--- src/rtl/bnn_run_ctrl.sv ---
// Run sequencer for the BNN accelerator: streams one image into activation memory, pulses start,
// waits for a fresh done (or times out), reads back the class scores and holds the argmax until taken.
module bnn_run_ctrl #(
   parameter int NUM_PIXELS   = 784,
   parameter int OUT_BASE     = 1024,
   parameter int NUM_CLASSES  = 10,
   parameter int RD_LATENCY   = 2,
   parameter int START_CYCLES = 2,
   parameter int TIMEOUT      = 50000
) (
   input  logic              clk,
   input  logic              rst,
   input  logic              go,
   input  logic              pix_valid,
   input  logic [7:0]        pix_data,
   output logic              pix_ready,
   output logic              bnn_wr_en,
   output logic [10:0]       bnn_wr_addr,
   output logic [7:0]        bnn_wr_data,
   output logic              bnn_start,
   input  logic              bnn_done,
   output logic [10:0]       bnn_rd_addr,
   input  logic signed [7:0] bnn_act_out,
   output logic              res_valid,
   input  logic              res_ready,
   output logic [3:0]        res_class,
   output logic signed [7:0] res_score,
   output logic              res_timeout,
   output logic              busy
);

   typedef enum logic [2:0] {S_IDLE, S_LOAD, S_START, S_WAIT, S_READ, S_RESULT} state_t;

   localparam logic [9:0]  PIX_LAST   = 10'(NUM_PIXELS - 1);
   localparam logic [15:0] ST_LAST    = 16'(START_CYCLES - 1);
   localparam logic [15:0] TO_LAST    = 16'(TIMEOUT - 1);
   localparam logic [15:0] CL_LAST    = 16'(NUM_CLASSES - 1);
   localparam logic [15:0] RD_LAT_C   = 16'(RD_LATENCY);
   localparam logic [15:0] RD_LAST    = 16'(NUM_CLASSES + RD_LATENCY - 1);
   localparam logic [10:0] OUT_BASE_C = 11'(OUT_BASE);

   state_t            state_q, state_d;
   logic [9:0]        pix_cnt_q, pix_cnt_d;
   logic [15:0]       cyc_cnt_q, cyc_cnt_d;
   logic              armed_q, armed_d;
   logic [10:0]       rd_addr_q, rd_addr_d;
   logic [3:0]        best_idx_q, best_idx_d;
   logic signed [7:0] best_score_q, best_score_d;
   logic              timeout_q, timeout_d;
   logic              xfer;
   logic              done_acc;
   logic [3:0]        cap_idx;

   always_ff @(posedge clk) begin
      if (rst) begin
         state_q      <= S_IDLE;
         pix_cnt_q    <= '0;
         cyc_cnt_q    <= '0;
         armed_q      <= 1'b0;
         rd_addr_q    <= '0;
         best_idx_q   <= '0;
         best_score_q <= '0;
         timeout_q    <= 1'b0;
      end else begin
         state_q      <= state_d;
         pix_cnt_q    <= pix_cnt_d;
         cyc_cnt_q    <= cyc_cnt_d;
         armed_q      <= armed_d;
         rd_addr_q    <= rd_addr_d;
         best_idx_q   <= best_idx_d;
         best_score_q <= best_score_d;
         timeout_q    <= timeout_d;
      end
   end

   always_comb begin
      state_d      = state_q;
      pix_cnt_d    = pix_cnt_q;
      cyc_cnt_d    = cyc_cnt_q;
      armed_d      = armed_q;
      rd_addr_d    = rd_addr_q;
      best_idx_d   = best_idx_q;
      best_score_d = best_score_q;
      timeout_d    = timeout_q;

      pix_ready   = (state_q == S_LOAD);
      xfer        = pix_valid & pix_ready;
      bnn_wr_en   = xfer;
      bnn_wr_addr = {1'b0, pix_cnt_q};
      bnn_wr_data = pix_ready ? pix_data : 8'h00;
      bnn_start   = (state_q == S_START);
      bnn_rd_addr = rd_addr_q;
      res_valid   = (state_q == S_RESULT);
      res_class   = best_idx_q;
      res_score   = best_score_q;
      res_timeout = timeout_q;
      busy        = (state_q != S_IDLE);
      // done only counts once it has been seen low in this run, so a level left over from a prior run is ignored
      done_acc    = (state_q == S_WAIT) && armed_q && bnn_done;
      cap_idx     = 4'(cyc_cnt_q - RD_LAT_C);

      case (state_q)
         S_IDLE: begin
            if (go) begin
               state_d   = S_LOAD;
               pix_cnt_d = '0;
               timeout_d = 1'b0;
            end
         end
         S_LOAD: begin
            if (xfer) begin
               if (pix_cnt_q == PIX_LAST) begin
                  state_d   = S_START;
                  cyc_cnt_d = '0;
                  armed_d   = 1'b0;
               end else begin
                  pix_cnt_d = pix_cnt_q + 10'd1;
               end
            end
         end
         S_START: begin
            if (cyc_cnt_q == ST_LAST) begin
               state_d   = S_WAIT;
               cyc_cnt_d = '0;
               armed_d   = !bnn_done;
            end else begin
               cyc_cnt_d = cyc_cnt_q + 16'd1;
            end
         end
         S_WAIT: begin
            if (done_acc) begin
               state_d   = S_READ;
               cyc_cnt_d = '0;
               rd_addr_d = OUT_BASE_C;
            end else if (cyc_cnt_q == TO_LAST) begin
               state_d      = S_RESULT;
               timeout_d    = 1'b1;
               best_idx_d   = 4'hF;
               best_score_d = 8'sd0;
            end else begin
               cyc_cnt_d = cyc_cnt_q + 16'd1;
               if (!bnn_done) armed_d = 1'b1;
            end
         end
         S_READ: begin
            // address issue and capture overlap: capture trails issue by RD_LATENCY cycles
            cyc_cnt_d = cyc_cnt_q + 16'd1;
            if (cyc_cnt_q < CL_LAST) rd_addr_d = rd_addr_q + 11'd1;
            if (cyc_cnt_q >= RD_LAT_C) begin
               if ((cap_idx == 4'd0) || (bnn_act_out > best_score_q)) begin
                  best_idx_d   = cap_idx;
                  best_score_d = bnn_act_out;
               end
            end
            if (cyc_cnt_q == RD_LAST) begin
               state_d   = S_RESULT;
               cyc_cnt_d = '0;
            end
         end
         S_RESULT: begin
            if (res_ready) state_d = S_IDLE;
         end
         default: state_d = S_IDLE;
      endcase
   end

endmodule

--- config.mk ---
export PLATFORM = sky130hd
export DESIGN_NAME = bnn_run_ctrl
export DESIGN_NICKNAME = d
export VERILOG_FILES = /design/src/rtl/bnn_run_ctrl.sv
export SDC_FILE = /design/constraint.sdc
export NUM_CORES = 1
export LEC_CHECK = 0
export ABC_CLOCK_PERIOD_IN_PS = 2800
export CAP_MARGIN = 40
export CORE_MARGIN = 3
export CORE_UTILIZATION = 53
export CTS_BUF_LIST = sky130_fd_sc_hd__clkbuf_8
export CTS_CLUSTER_DIAMETER = 120
export CTS_CLUSTER_SIZE = 30
export DETAILED_ROUTE_END_ITERATION = 10
export PLACE_DENSITY = 0.89
export SETUP_SLACK_MARGIN = 0.15
export SLEW_MARGIN = 5
export SYNTH_ARGS = -nofsm -noshare
export SYNTH_HDL_FRONTEND = slang
export SYNTH_SLANG_ARGS = --single-unit
--- constraint.sdc ---
create_clock -name clk -period 2.8 [get_ports clk]
set_input_delay 0.56 -clock clk [delete_from_list [all_inputs] [get_ports clk]]
set_output_delay 0.56 -clock clk [all_outputs]
set_load 0.03 [all_outputs]
==> Word level (Yosys, flattened, before mapping) <==
Index checks and enable logic that the tools add are counted.
{ "classes": {"n_reduce_logical": 19, "n_lt_le_gt_ge": 3, "addsub": 4, "muxes": 45, "bitwise_logic": 1, "n_eq_ne": 26} }
{ "ops": {"columns": ["operator", "count"], "rows": [
  ["$mux 16", 6],
  ["$pmux 16 s4", 1],
  ["$mux 8", 5],
  ["$mux 10", 3],
  ["$mux 3", 8],
  ["$mux 11", 2],
  ["$pmux 11 s2", 1],
  ["$ne 2x2->1 const B", 10],
  ["$pmux 10 s2", 1],
  ["$pmux 3 s6", 1],
  ["$add 16x1->16 const B", 1],
  ["$eq 16x1->1 const B", 1],
  ["$eq 16x16->1 const B", 1],
  ["$eq 16x4->1 const B", 1],
  ["$ge 16x2->1 const B", 1],
  ["$lt 16x4->1 const B", 1],
  ["$mux 4", 4],
  ["$pmux 8 s2", 1],
  ["$reduce_and 7->1", 2],
  ["$reduce_and 4->1", 3],
  ["$add 11x1->11 const B", 1],
  ["$add 10x1->10 const B", 1],
  ["$eq 10x10->1 const B", 1],
  ["$ne 2x1->1 const B", 5],
  ["other kinds (22)", 36]
]} }
{ "totals": {"output_inout_bits": 48, "in_bits": 22, "register_bits": 54, "word_cells": 106} }

==> Longest topological paths before layout <==
Gate-level depths: netlist of run 1.
{ "depth": {"ltp_word": 6, "depth_mapped": 9, "ltp_nobuf": 7} }

==> Worst setup path before layout of run 1 <==
No wires, ideal clock.
{ "synth_path": {"path_type": "register to output", "start": "reg state_q[0]", "end": "out bnn_wr_data[0]", "arrival_time_ns": 1.727, "path_stages_with_launch": 5, "path_buffers": 2, "required_time_ns": 2.240, "slack_ns": 0.513, "path_cell_list": "dfxtp_1 > clkbuf_1 > nor3b_1 > clkbuf_1 > and2_1"} }
{ "synth_between": {"elab_chain_cells": 2} }
{ "synth_lines": {"columns": ["item", "line_no", "rtl"], "rows": [
  ["start, declared", "42", "state_t state_q, state_d;"],
  ["start signal, assigned", "65", "state_q <= state_d;"],
  ["$eq 3x1->1", "86", "pix_ready = (state_q == S_LOAD);"],
  ["net pix_ready", "16", "output logic pix_ready,"],
  ["$mux 8", "90", "bnn_wr_data = pix_ready ? pix_data : 8'h00;"],
  ["end, declared", "19", "output logic [7:0] bnn_wr_data,"]
]} }
The timed path passes the listed nets, and every way through them passes these cells.

==> Worst setup path in the final report of run 1 <==
{ "layout_path": {"start": "reg state_q[0]", "end": "out pix_ready"} }
{ "layout_between": {"elab_chain_cells": 1} }
{ "layout_lines": {"columns": ["item", "line_no"], "rows": [
  ["$eq 3x1->1", "86"],
  ["end, declared", "16"]
]} }
No other way between the ends.

==> results.tsv, run 1 <==
metric	value	unit
yosys.area.top_type_share	33.2	%
grt_pass1_wl	13.7	mm
n_antenna_cell	0	
antenna_found_initial	0	
synth_edf_count	0	
drv_slew	0	
crit_path_end_kind	output pin	
worst_ir_drop_vdd	0.353	mV
tns	0	ns
fmax	400	MHz
synth_area_leader_cell	dfxtp_1	
core_area	0.00574	mm2
grt_util_all_layers	22.3	%
yosys_warnings	0	
synth_ff_type	dfxtp_1	
relSlewSlack	62.1	%
power.density	362	mW/mm2
ios	70	
port_buffers	68	
crit_fanout	12	
cts.clk_slew.worst_paths	0.11	ns
slowest_stage	clkdlybuf4s50_1	
layout_min_cycle_time	2.50	ns
routed_via_density	6.01	
synth_top_family_by_area	simple AND/OR/NAND/NOR gates	
wirelength	8.05	mm
critPathKind	reg2out	
synth_compound_area_share	18.7	%
synth_mux_area_share	4.72	%
rows	27	
finalInstanceArea	0.00408	mm2
final_util	71.1	%
period_share	89.4	%
vias	3184	
grt_pass1_vias	3142	
dr.pass1.iters	7	
min_path_type	reg2reg	
drive_gt1_share	10.3	%
setup_viol	0	
numCtsBuffers	5	
clk_latency	0.32	ns
grt_overflow	0	
cts.repair.resized	0	
dieArea	0.00713	mm2
first_iter_violations	189	
path_buf_inv	1	
hpwl	5.99	mm
synth_xor_area_share	3.49	%
crit_arrival	1.94	ns
required	2.24	ns
syn_inst	390	
placement.cell_area	0.00399	mm2
ys_types	61	
hold_buffers	0	
start_util	56.8	%
final_net_count	495	
status	complete, no violations	
route.detailed.drc	0	
power.total	0.00148	W
syn_area	0.00326	mm2
ant_nets	0	
cts.sink_count	54	
synthAdderAreaFrac	6.14	%
ys_seq_elements	54	
clockBufferDepth	2	
cpLargestDelayFamily	buffers and inverters	
area_growth	25.2	%
avgSynthCellArea	8.36	um2
synthSimpleGateAreaFrac	27.3	%
die_h	84.4	um
die_w	84.4	um
path_cells	nor3b_1, clkdlybuf4s50_1	
cap_violations	0	
rsz0062_at_grt	no	
start_kind	flip-flop	
p_leak	1.44	nW
htree_num_levels	2	
skew	0.0116	ns
cts_setup_buffers	0	
cts_tree	yes	
worst_pin_slew	0.563	ns
gp_congestion	0.852	
grt_max_degree	21	
synthTopCellsByArea	dfxtp_1 33%, ha_1 6.1%, a21oi_1 4.1%, mux2i_1 3.7%, inv_1 3.1%	
synth_fp_nets	428	
ys_async_sr_fraction	0	%
max_stage_delay	0.74	ns
hold_violations	0	
ys_seq_area_share	33.2	%
clock_tree.root_cell	clkbuf_8	
wire_per_inst	15.2	um
==> area by class of cell <==
cell class                      instances  area [um2]
Clock buffer                            5        68.8
Fill cell                             463        1660
Inverter                               27         101
Tap cell                               72        90.1
Timing Repair Buffer                   79         741
Sequential cell                        54        1080
Multi-Input combinational cell        290        1970
Clock inverter                          3        28.8
==> placed cells by master (no fill, tap or decap), types with 3 or more instances in the layout <==
cell              n
a21oi_1          27
nor2_1           27
nand2_1          25
nor4bb_1          3
mux2i_1          12
mux2_2            3
or3_1            10
inv_1            27
nand3_1          14
o31ai_1          13
nand2b_1          5
o211ai_1          6
and3_1            6
or4_1            13
and4_1            4
o2111ai_1         3
a31oi_1           3
xnor2_1           3
nand4_1          13
o21ai_0           9
clkdlybuf4s50_1  59
xor2_1           10
ha_1             16
buf_4            20
dfxtp_1          54
o221ai_1          3
clkbuf_8          5
and2_1           12
a21o_1            3
a21oi_2           4
nor2b_1           5
nor4_1            4
==> kinds of logic (layout without fill, tap and decap cells) <==
family	after synthesis	after routing
and+or+nand+nor	156	156
AOI/OAI and AO/OA	89	89
DFF	54	54
buffers and inverters	46	114
adders and majority gates	16	16
muxes	15	15
xor gates and xnor gates	13	13
other	1	1
==> layer usage <==
layer  vias to the layer above  global-route usage (%)  wire (um)
li1                       1562                       -          -
met1                      1514                    26.6       3390
met2                        88                    40.5       4160
met3                        20                    4.51        361
met4                         0                    6.62        138
met5                         -                       0          0
==> Yosys cell counts, drive strengths merged (2+ instances only) <==
cell type	n
a21o	3
a21oi	31
a31oi	3
and2	12
and3	6
and4	4
buf	6
clkbuf	13
dfxtp	54
ha	16
inv	27
mux2	3
mux2i	12
nand2	25
nand2b	5
nand3	14
nand3b	2
nand4	13
nor2	29
nor2b	5
nor3	2
nor4	4
nor4bb	3
o2111ai	3
o211ai	6
o21ai	13
o221ai	3
o31ai	13
or3	10
or3b	2
or4	15
xnor2	3
xor2	10
==> power breakdown <==
group	leakage [nW]	switching, W	total [W]	internal [W]
Clock	0.0506	0.000290	0.000478	0.000188
Combinational	0.951	0.000122	0.000219	0.0000967
Sequential	0.435	0.0000101	0.000783	0.000773
Total	1.44	0.000422	0.00148	0.00106
==> sequential cells by signal, summed over array words and instances (netlist names) <==
| register | flops |
|---|---|
| armed_q | 1 |
| bnn_rd_addr | 11 |
| cyc_cnt_q | 16 |
| pix_cnt_q | 10 |
| res_class | 4 |
| res_score | 8 |
| res_timeout | 1 |
| state_q | 3 |
==> worst paths after layout <==
kind	cells past startpoint	to	slack [ns]	from
hold / removal	2	res_timeout	0.46	res_timeout
setup / recovery	2	pix_ready	0.30	state_q[0]
hold reg to reg	2	res_timeout	0.46	res_timeout
setup reg to reg	6	bnn_rd_addr[10]	0.33	state_q[2]
==> stage by stage <==
step | worst slack [ns] | hold slack, ns | cells
after detailed placement | 0.143 | 0.446 | 522
after floorplan | 0.513 | 0.460 | 390
final | 0.298 | 0.455 | 530
after global placement | 0.204 | 0.434 | 521
after global routing | 0.172 | 0.485 | 530
after CTS | 0.295 | 0.462 | 530
==> worst min-delay path, stage by stage (launching register included) <==
cell and delay (ns):
dfxtp_1 0.32, inv_1 0.04, a21oi_1 0.05
Note: power is estimated with default switching activity, not from simulation.
==> run 2, diff against run 1 <==
--- a/config.mk
+++ b/config.mk
@@ -7,7 +7,6 @@
 export LEC_CHECK = 0
 export ABC_CLOCK_PERIOD_IN_PS = 2800
 export CAP_MARGIN = 40
-export CORE_MARGIN = 3
 export CORE_UTILIZATION = 53
 export CTS_BUF_LIST = sky130_fd_sc_hd__clkbuf_8
 export CTS_CLUSTER_DIAMETER = 120
@@ -19,3 +18,4 @@
 export SYNTH_ARGS = -nofsm -noshare
 export SYNTH_HDL_FRONTEND = slang
 export SYNTH_SLANG_ARGS = --single-unit
+export TNS_END_PERCENT = 20
==> run 2 against run 1 <==
Against the previous run: critical path type unchanged; die area decreased by 9.3%; flip-flop and latch count unchanged; critical path depth increased by 2.
==> results.tsv, run 2 (synthesis results as in run 1) <==
metric	value	unit
status	complete, no violations	
gp_congestion	0.868	
drive_gt1_share	8.53	%
relSlewSlack	53.4	%
cts.clk_slew.worst_paths	0.10	ns
placement.cell_area	0.00400	mm2
rsz0062_at_grt	yes	
hold_violations	0	
final_net_count	494	
grt_util_all_layers	24.8	%
final_common_cell	clkdlybuf4s50_1	
layout_min_cycle_time	2.57	ns
fmax	389	MHz
ios	70	
crit_path_end_kind	output pin	
crit_fanout	13	
finalInstanceArea	0.00412	mm2
wire_per_inst	14.9	um
clk_latency	0.31	ns
n_antenna_cell	0	
dieArea	0.00647	mm2
p_leak	1.42	nW
start_kind	flip-flop	
vias	3199	
port_buffers	68	
wirelength	7.93	mm
htree_num_levels	2	
ant_nets	0	
core_area	0.00592	mm2
power.density	373	mW/mm2
die_w	80.4	um
largest_register_ffs	16	
grt_overflow	0	
min_path_type	reg2reg	
mostFrequentLayoutCells	68 x clkdlybuf4s50_1, 53 x dfxtp_1, 27 x inv_1, 27 x a21oi_1, 27 x nor2_1	
period_share	91.8	%
required	2.24	ns
route.detailed.drc	0	
hpwl	5.67	mm
slowest_stage	clkdlybuf4s50_1	
dr.pass1.iters	5	
clockBufferDepth	2	
cts.sink_count	54	
cts_setup_buffers	0	
setup_viol	0	
crit_arrival	2.01	ns
critPathKind	reg2out	
antenna_found_initial	0	
die_h	80.4	um
skew	0.0133	ns
rows	28	
grt_pass1_wl	12.8	mm
grt_max_degree	26	
start_util	55.1	%
clock_tree.root_cell	clkbuf_8	
grt_pass1_vias	2816	
path_cells	nor3b_1, buf_4, and2_1, clkdlybuf4s50_1	
tns	0	ns
numCtsBuffers	5	
routed_via_density	6.01	
top_register	cyc_cnt_q	
whs	0.462	ns
worst_ir_drop_vdd	0.322	mV
cts_tree	yes	
worst_pin_slew	0.692	ns
max_stage_delay	0.67	ns
cap_violations	0	
first_iter_violations	195	
area_growth	26.5	%
drv_slew	0	
run 2: area by class of cell:
| cell class | instances | area (um2) |
|---|---|---|
| multi-input cells | 290 | 1980 |
| fillers | 454 | 1800 |
| flip-flops and latches | 54 | 1080 |
| repair buffers | 78 | 753 |
| inverters | 27 | 101 |
| well taps | 75 | 93.8 |
| clock buffers | 5 | 68.8 |
| clock inverters | 3 | 45.0 |
run 2: metal layers:
metal / track usage [%] / share of wire [%] / vias up
met4: 7.86 / 0.96 / 0
met3: 4.77 / 4.3 / 11
li1: - / - / 1562
met2: 41.4 / 49 / 91
met1: 32.1 / 45 / 1535
met5: 0 / 0 / -
run 2: report_power, final:
group          switching, W  internal [W]  total [W]  leakage (nW)
registers         0.0000104      0.000773   0.000784         0.435
clock network      0.000269      0.000266   0.000535        0.0504
logic              0.000121      0.000101   0.000221         0.930
total              0.000400       0.00114    0.00154          1.42
run 2: final timing paths:
path | slack (ns) | from | cells past startpoint | endpoint
worst max-delay path | 0.23 | state_q[1] | 4 | bnn_wr_data[3]
worst max register to register | 0.27 | cyc_cnt_q[10] | 5 | cyc_cnt_q[1]
worst min-delay path | 0.46 | res_timeout | 2 | res_timeout
worst min register to register | 0.46 | res_timeout | 2 | res_timeout
run 2: worst max-delay path: cells and delay by family, from the launching register on:
family	cells	cell delay, ns
flops	1	0.44
simple gates	2	0.39
buf+inv	2	0.87
run 2: what timing repair did:
action / CTS / global route
gates resized for setup: 1 / 1
hold buffers: 0 / 0
endpoints found under the setup margin: 1 / 9
run 2: through the flow:
stage               worst slack (ns)  util (%)  power [W]  instances
global placement               0.158      67.5    0.00101        523
global route                   0.148      69.7    0.00160        532
floorplan                      0.513         -   0.000924        390
CTS                            0.245      69.5    0.00155        532
finish                         0.229      69.7    0.00154        532
detailed placement             0.115      67.6    0.00102        524
